$ cat src/rtl/fetch_pkg.sv
// rtl/fetch_pkg.sv - shared state encodings and constants for the fetch stage
package fetch_pkg;

    typedef enum logic [1:0] {
        FETCH_IDLE  = 2'd0,
        FETCH_REQ   = 2'd1,
        FETCH_DRAIN = 2'd2
    } fetch_state_t;

    localparam int PC_STEP = 4;

endpackage

$ cat src/rtl/fetch_fifo.sv
// rtl/fetch_fifo.sv - 2-entry {pc, instr} queue between fetch and decode
module fetch_fifo #(
    parameter int AWIDTH = 32,
    parameter int IWIDTH = 32
) (
    input  logic              clk,
    input  logic              rst,
    input  logic              push,
    input  logic              pop,
    input  logic              flush,
    input  logic [AWIDTH-1:0] push_pc,
    input  logic [IWIDTH-1:0] push_instr,
    output logic [1:0]        count,
    output logic [AWIDTH-1:0] head_pc,
    output logic [IWIDTH-1:0] head_instr
);

    logic [AWIDTH-1:0] pc_mem    [2];
    logic [IWIDTH-1:0] instr_mem [2];
    logic              rd_ptr;
    logic              wr_ptr;
    logic [1:0]        count_q;
    logic              do_push;
    logic              do_pop;

    assign do_pop     = pop && (count_q != 2'd0);
    assign do_push    = push && ((count_q != 2'd2) || do_pop);
    assign count      = count_q;
    assign head_pc    = pc_mem[rd_ptr];
    assign head_instr = instr_mem[rd_ptr];

    // Storage needs no reset: the head is only looked at while count is non-zero.
    always_ff @(posedge clk) begin
        if (do_push && !flush) begin
            pc_mem[wr_ptr]    <= push_pc;
            instr_mem[wr_ptr] <= push_instr;
        end
    end

    // Pointer and occupancy tracking; flush wins over push and pop.
    always_ff @(posedge clk or posedge rst) begin
        if (rst) begin
            rd_ptr  <= 1'b0;
            wr_ptr  <= 1'b0;
            count_q <= 2'd0;
        end else if (flush) begin
            rd_ptr  <= 1'b0;
            wr_ptr  <= 1'b0;
            count_q <= 2'd0;
        end else begin
            if (do_push) begin
                wr_ptr <= ~wr_ptr;
            end
            if (do_pop) begin
                rd_ptr <= ~rd_ptr;
            end
            case ({do_push, do_pop})
                2'b10:   count_q <= count_q + 2'd1;
                2'b01:   count_q <= count_q - 2'd1;
                default: count_q <= count_q;
            endcase
        end
    end

endmodule

$ cat src/rtl/fetch.sv
// rtl/fetch.sv - instruction fetch stage: pc, imem request FSM and output queue
module fetch
    import fetch_pkg::*;
#(
    parameter int                AWIDTH   = 32,
    parameter int                IWIDTH   = 32,
    parameter logic [AWIDTH-1:0] PC_RESET = 32'h0000_0000,
    parameter int                DEPTH    = 2
) (
    input  logic              f_clk,
    input  logic              f_rst,
    input  logic              f_i_stall,
    input  logic              f_i_redirect,
    input  logic [AWIDTH-1:0] f_i_redirect_pc,
    output logic              f_o_imem_req,
    output logic [AWIDTH-1:0] f_o_imem_addr,
    input  logic              f_i_imem_ack,
    input  logic [IWIDTH-1:0] f_i_imem_rdata,
    output logic [IWIDTH-1:0] f_o_instr,
    output logic [AWIDTH-1:0] f_o_pc,
    output logic              f_o_ce
);

    localparam logic [2:0]        DEPTH_W = 3'(DEPTH);
    localparam logic [AWIDTH-1:0] STEP    = AWIDTH'(PC_STEP);

    fetch_state_t      state;
    fetch_state_t      state_next;
    logic [AWIDTH-1:0] pc_q;
    logic [AWIDTH-1:0] pc_next;
    logic [AWIDTH-1:0] addr_q;
    logic [AWIDTH-1:0] addr_next;
    logic              req_q;
    logic              req_next;
    logic [AWIDTH-1:0] target;
    logic              push;
    logic              flush;
    logic              pop;
    logic              space;
    logic [1:0]        count;
    logic [2:0]        level_after_pop;
    logic [2:0]        level_after_push;
    logic [AWIDTH-1:0] head_pc;
    logic [IWIDTH-1:0] head_instr;

    assign target           = {f_i_redirect_pc[AWIDTH-1:2], 2'b00};
    assign f_o_ce           = (count != 2'd0);
    assign pop              = f_o_ce && !f_i_stall;
    assign level_after_pop  = {1'b0, count} - {2'b00, pop};
    assign level_after_push = {1'b0, count} + 3'd1 - {2'b00, pop};
    assign space            = (level_after_pop < DEPTH_W);

    assign f_o_imem_req  = req_q;
    assign f_o_imem_addr = addr_q;
    assign f_o_instr     = f_o_ce ? head_instr : '0;
    assign f_o_pc        = f_o_ce ? head_pc : '0;

    fetch_fifo #(
        .AWIDTH (AWIDTH),
        .IWIDTH (IWIDTH)
    ) u_fifo (
        .clk        (f_clk),
        .rst        (f_rst),
        .push       (push),
        .pop        (pop),
        .flush      (flush),
        .push_pc    (addr_q),
        .push_instr (f_i_imem_rdata),
        .count      (count),
        .head_pc    (head_pc),
        .head_instr (head_instr)
    );

    // State, pc and request registers.
    always_ff @(posedge f_clk or posedge f_rst) begin
        if (f_rst) begin
            state  <= FETCH_IDLE;
            pc_q   <= PC_RESET;
            addr_q <= PC_RESET;
            req_q  <= 1'b0;
        end else begin
            state  <= state_next;
            pc_q   <= pc_next;
            addr_q <= addr_next;
            req_q  <= req_next;
        end
    end

    // Next-state logic: requests are only launched when a slot is free at ack time,
    // and an outstanding request is never abandoned (DRAIN swallows its data).
    always_comb begin
        state_next = state;
        pc_next    = pc_q;
        addr_next  = addr_q;
        req_next   = req_q;
        push       = 1'b0;
        flush      = 1'b0;
        case (state)
            FETCH_IDLE: begin
                req_next = 1'b0;
                if (f_i_redirect) begin
                    flush      = 1'b1;
                    pc_next    = target;
                    addr_next  = target;
                    req_next   = 1'b1;
                    state_next = FETCH_REQ;
                end else if (space) begin
                    addr_next  = pc_q;
                    req_next   = 1'b1;
                    state_next = FETCH_REQ;
                end
            end
            FETCH_REQ: begin
                if (f_i_redirect) begin
                    flush   = 1'b1;
                    pc_next = target;
                    if (f_i_imem_ack) begin
                        addr_next = target;
                        req_next  = 1'b1;
                    end else begin
                        state_next = FETCH_DRAIN;
                    end
                end else if (f_i_imem_ack) begin
                    push    = 1'b1;
                    pc_next = addr_q + STEP;
                    if (level_after_push < DEPTH_W) begin
                        addr_next = addr_q + STEP;
                    end else begin
                        req_next   = 1'b0;
                        state_next = FETCH_IDLE;
                    end
                end
            end
            FETCH_DRAIN: begin
                if (f_i_redirect) begin
                    flush   = 1'b1;
                    pc_next = target;
                end
                if (f_i_imem_ack) begin
                    addr_next  = f_i_redirect ? target : pc_q;
                    req_next   = 1'b1;
                    state_next = FETCH_REQ;
                end
            end
            default: begin
                req_next   = 1'b0;
                state_next = FETCH_IDLE;
            end
        endcase
    end

endmodule

$ cat config.mk
export PLATFORM = sky130hd
export DESIGN_NAME = fetch
export DESIGN_NICKNAME = d
export VERILOG_FILES = /design/src/rtl/fetch_pkg.sv /design/src/rtl/fetch_fifo.sv /design/src/rtl/fetch.sv
export SDC_FILE = /design/constraint.sdc
export NUM_CORES = 1
export LEC_CHECK = 0
export ABC_AREA = 1
export BUFFER_PORTS_ARGS = -buffer_cell sky130_fd_sc_hd__buf_4
export CORE_MARGIN = 1
export CORE_UTILIZATION = 40
export DETAILED_ROUTE_END_ITERATION = 10
export PLACE_DENSITY_LB_ADDON = 0.3
export SLEW_MARGIN = 20
export SYNTH_ARGS = -nofsm -noshare
export SYNTH_HDL_FRONTEND = slang
export SYNTH_SLANG_ARGS = --single-unit
$ cat constraint.sdc
create_clock -name f_clk -period 3.9 [get_ports f_clk]
set_input_delay 0.585 -clock f_clk [delete_from_list [all_inputs] [get_ports f_clk]]
set_output_delay 0.585 -clock f_clk [all_outputs]
set_load 0.1 [all_outputs]
Yosys cells after proc, flatten, opt, wreduce, memory -nomap -nowiden
Memory sizes are Yosys's and may differ from the RTL's.
Index checks and enable logic that the tools add are counted.
{"block": "op_classes", "addsub": 6, "order_cmp": 2, "eq_ne": 12, "n_mux": 42, "bitwise_logic": 2, "n_reduce_logical": 20}
{"cell": "$mux W32", "count": 12}
{"cell": "$pmux W32 S3", "count": 1}
{"cell": "$pmux W32 S2", "count": 1}
{"cell": "$add A32 B3 Y32 const B", "count": 1}
{"cell": "$mux W1", "count": 17}
{"cell": "$mux W2", "count": 8}
{"cell": "$ne A3 B3 Y1 const B", "count": 5}
{"cell": "$reduce_and A5 Y1", "count": 2}
{"cell": "$reduce_bool A2 Y1", "count": 4}
{"cell": "$lt A3 B2 Y1 const B", "count": 2}
{"cell": "$ne A2 B2 Y1 const B", "count": 3}
{"cell": "$pmux W2 S3", "count": 1}
{"cell": "$reduce_bool A3 Y1", "count": 2}
{"cell": "$eq A2 B1 Y1 const B", "count": 2}
{"cell": "$eq A2 B2 Y1 const B", "count": 2}
{"cell": "$logic_and A1 B1 Y1", "count": 4}
{"cell": "$pmux W2 S2", "count": 1}
{"cell": "$reduce_and A2 Y1", "count": 2}
{"cell": "$add A2 B1 Y3 const B", "count": 1}
{"cell": "$pmux W1 S3", "count": 1}
{"cell": "$reduce_or A3 Y1", "count": 1}
{"cell": "$sub A2 B1 Y3", "count": 1}
{"cell": "$sub A3 B1 Y3", "count": 1}
{"cell": "$add A2 B1 Y2 const B", "count": 1}
{"cell": "other kinds (6)", "count": 8}
{"block": "word_totals", "regBits": 71, "mem_bits_rw": 128, "word_cells": 93, "memories": 2}
{"name": "u_fifo.instr_mem", "words": 2, "width": 32, "read_ports": 1, "rd_ports_with_merged_regs": 0, "write_ports": 1, "line": "fetch_fifo.sv:19", "rtl": "logic [IWIDTH-1:0] instr_mem [2];"}
{"name": "u_fifo.pc_mem", "words": 2, "width": 32, "read_ports": 1, "rd_ports_with_merged_regs": 0, "write_ports": 1, "line": "fetch_fifo.sv:18", "rtl": "logic [AWIDTH-1:0] pc_mem [2];"}

Longest topological paths before layout
{"block": "logic_depth", "ltp_word": 8, "mapped_depth": 12, "ltp_nobuf": 11}

Cells and area by module
Synthesis repeated with hierarchy kept, for this count alone.
{"block": "unflattened", "cells_unflattened": 1220, "area_unflattened_um2": 10100.9}
{"mod": "fetch", "n_inst": 1, "cells_each": 848, "area_each_um2": 5200.0}
{"mod": "fetch_fifo", "n_inst": 1, "cells_each": 372, "area_each_um2": 4901.0}

Least setup slack after synthesis
No wires, ideal clock.
{"block": "synth_path", "path_kind": "input to register", "from": "in f_i_redirect", "to": "mem u_fifo.instr_mem[0][0], enable pin", "setup_ns": 0.487, "arrival_time_ns": 3.767, "slack_ns": -0.353, "stages": 4, "n_path_buf": 1, "path_cell_list": "buf_2 > nor2_1 > nand3_1 > nor2_1"}
{"block": "synth_via", "elab_chain_cells": 6, "word_cells_on_any_way": 9, "cone_classes": "mux (6); reduce/logical (3)"}
{"element": "from (decl)", "line": "fetch.sv:13", "rtl": "input logic f_i_redirect,"}
{"element": "$mux W1 (on tied branches)", "line": "fetch.sv:114, fetch.sv:101, fetch.sv:135"}
{"element": "$mux W1 (on tied branches)"}
{"element": "$logic_and A1 B1 Y1 / $logic_not A1 Y1 (equally long branches)", "line": "fetch_fifo.sv:27, fetch_fifo.sv:34"}
{"element": "$logic_and A1 B1 Y1 (*)", "line": "fetch_fifo.sv:34", "rtl": "if (do_push && !flush) begin"}
{"element": "$mux W1 (*)", "line": "fetch_fifo.sv:34"}
{"element": "$mux W1 (not written as such) (*)", "line": "fetch_fifo.sv:36", "rtl": "instr_mem[wr_ptr] <= push_instr;"}
{"element": "to (decl)", "line": "fetch_fifo.sv:19"}
Every way passes the cells marked *; elsewhere a longest branch is shown, timed or not.

Final worst setup path
{"block": "layout_path", "from": "reg u_fifo.rd_ptr", "to": "out f_o_instr[0]"}
{"block": "layout_via", "elab_chain_cells": 2}
{"element": "from (decl)", "line": "fetch_fifo.sv:20", "rtl": "logic rd_ptr;"}
{"element": "from (signal assigned)", "line": "fetch_fifo.sv:55", "rtl": "rd_ptr <= ~rd_ptr;"}
{"element": "$mem_v2 Z2 W32"}
{"element": "$mux W32", "line": "fetch.sv:55", "rtl": "assign f_o_instr = f_o_ce ? head_instr : '0;"}
{"element": "to (decl)", "line": "fetch.sv:19", "rtl": "output logic [IWIDTH-1:0] f_o_instr,"}
No other way between the ends.

==> flow_metrics.tcl <==
set metrics [dict create \
    cap_violations 0 \
    crit_path_frequent_cell "buf_4" \
    synth_area_um2 9550 \
    portBuffers 164 \
    vias 7967 \
    synth.top_cell.area_share 0.4025 \
    fillers 2204 \
    numCtsBuffers 17 \
    totalWireLength_um 24710 \
    nNetsFinal 1315 \
    layout_setup_ws_ps 914.0 \
    ant_nets 0 \
    async_reset_ff_frac 0.3568 \
    setup_viol 0 \
    chipWidth_um 156.5 \
    status "finished clean" \
    syn_avg_cell_area_um2 8.659 \
    clk-insertion-delay-late_ps 450 \
    clockBufferDepth 2 \
    max_slew_margin 0.5112 \
    drive_above_1_share 0.1820 \
    yosysUniqueCellTypes 35 \
    initial_core_util 0.4069 \
    place_ws_ps 1116 \
    fp-row-count 56 \
    ys_seq_elements 199 \
    rr_worst_depth 8 \
    cts_tree "yes" \
    hold_viol_final 0 \
    synthTopCellsByArea "edfxtp_1 40%, dfrtp_1 19%, nand2_1 16%" \
    synth_ff_type "edfxtp_1" \
    yosys.area.top_type "edfxtp_1" \
    antenna_found_initial 0 \
    period_share 0.7656 \
    remaining_drc_errors 0 \
    tightest_slew_ps 732.1 \
    core_region_area_um2 23470 \
    synth_edf_count 128 \
    cp_top_family "buffers and inverters" \
    placed_area_um2 11080 \
    stdcell_area_um2 11720 \
    synthToLayoutAreaGrowth_pct 22.66 \
    wl_per_cell_um 15.67 \
    critPathMaxStageDelay_ps 540 \
    drt_iter0_markers 606 \
    syn_inst 1103 \
    fin_worst_skew_ps 15.46 \
    grt_first_pass_wirelength_um 38990 \
    slowest_stage "inv_2" \
    crit_type "reg -> out" \
    cts-root-buf "clkbuf_16" \
    cts_hold_buf 0 \
    critPathCaptureType "output port" \
    max_freq_mhz 334.9 \
    path_max_fanout 39 \
    rsz0062_at_grt "no" \
    ys_seq_area_frac 0.5885 \
    cts_setup_buffers 0 \
    syn-num-nets 1173 \
    crit_buf_inv 3 \
    post-route-min-period_ps 2986 \
    gp_congestion 0.8577 \
    cp_data_required_time_ps 3310 \
    fin_setup_tns_ps 0 \
    firstDrtPassIters 5 \
    ys_warn_count 0 \
    critical_path_depth 5 \
    drv_slew 0 \
    clkSlewWorstSetupHoldPaths_ps 90 \
    crit_arrival_ps 2400 \
    track_usage 0.2068 \
    n_antenna_cell 0 \
    grt_pass1_vias 7439 \
    htreeDepth 4 \
    dp_hpwl_um 16160 \
    cts_resized 0 \
    worstPathCellList "inv_2 -> buf_4 -> nand2_1 -> a21oi_1 -> buf_4" \
    cts.sinks 199 \
    via_per_inst 5.052 \
    hold_class "in -> async" \
    dieHeight_um 156.5 \
    hold_slack_ps 216.6 \
    design.die.area_um2 24500 \
    grt_max_degree 65 \
    overflow 0 \
    num_io_pins 167 \
    cp-start-kind "register" \
]
sequential cells by signal, indices dropped and copies added, names as in the netlist:
name / count
f_o_imem_req: 1
f_o_imem_addr: 32
u_fifo.wr_ptr: 1
u_fifo.instr_mem: 64
state: 2
u_fifo.pc_mem: 64
u_fifo.rd_ptr: 1
pc_q: 32
u_fifo.count: 2
logic make-up after synthesis:
group                    count (synthesis)  synth area share
adder cells (fa/ha/maj)                  1          0.001310
buffers and inverters                  113           0.04795
AO/OA/AOI/OAI                          180            0.1060
flip-flops                             199            0.5885
XOR/XNOR                                 2          0.001834
AND/OR/NAND/NOR                        608            0.2544
final cells by class:
class	count	area [µm²]	area share
Tap cell	319	399.1	0.03407
Multi-Input combinational cell	791	3495	0.2983
Clock inverter	15	212.7	0.01816
Inverter	56	210.2	0.01794
Sequential cell	199	5622	0.4799
Clock buffer	17	425.4	0.03631
Timing Repair Buffer	180	1351	0.1153
layer usage:
metal  part of all wire  GRT usage  routed length, µm  vias up
met5                  0          0                  0        -
met4              0.015    0.06723                367        0
met3              0.062    0.03628               1531       24
met2               0.47     0.3363              11640      262
met1               0.45     0.2801              11170     3706
li1                   -          -                  -     3975
Yosys cell counts (all sizes together), types with 4 or more instances:
cell type,n
buf,22
a21oi,96
a31oi,16
o21bai,8
nand2,408
o211ai,4
clkbuf,35
inv,55
nor2,99
dfrtp,71
o21ai,36
edfxtp,128
a21boi,4
nand3,99
o22ai,8
worst reg2reg max path, cell delays in order (launching register included):
cell,delay [ps]
dfrtp_1,670
inv_1,160
nand3b_1,170
nand2_1,120
nor2_4,500
inv_2,470
a21oi_1,260
nand2_1,70
nand2_1,60
through the flow:
step,cells,util
global route,1577,0.4991
CTS,1577,0.4991
detailed placement,1545,0.4719
finish,1577,0.4991
global placement,1545,0.4719
floorplan,1103,-
path summary, 6_finish.rpt:
path | startpoint | endpoint | slack, ps
hold / removal | f_rst | pc_q[2]$_DFFE_PP0P_ | 220
min in group f_clk | f_i_imem_rdata[5] | u_fifo.instr_mem[1][5]$_DFFE_PP_ | 320
setup / recovery | u_fifo.rd_ptr$_DFFE_PP0P_ | f_o_instr[0] | 910
setup reg to reg | state[0]$_DFFE_PP0P_ | f_o_imem_addr[19]$_DFFE_PP0P_ | 1390
hold reg to reg | pc_q[26]$_DFFE_PP0P_ | pc_q[26]$_DFFE_PP0P_ | 490
max in group asynchronous | f_rst | pc_q[21]$_DFFE_PP0P_ | 2880
cell usage in the layout, fill, tap and decap left out, types with 4 or more instances in the layout:
master,count
nand2_1,406
buf_4,180
edfxtp_1,128
nand3_1,99
a21oi_1,94
nor2_1,93
dfrtp_1,70
inv_1,49
o21ai_0,34
clkbuf_16,17
a31oi_1,16
o22ai_1,8
o21bai_1,8
inv_2,6
a21boi_0,4
nor2_4,4
o211ai_1,4
inv_12,4
clkinv_8,4
inv_8,4
Power is left out: the tool's default activity adds up to more than one toggle a clock period on the data nets, which glitch-free logic cannot reach.
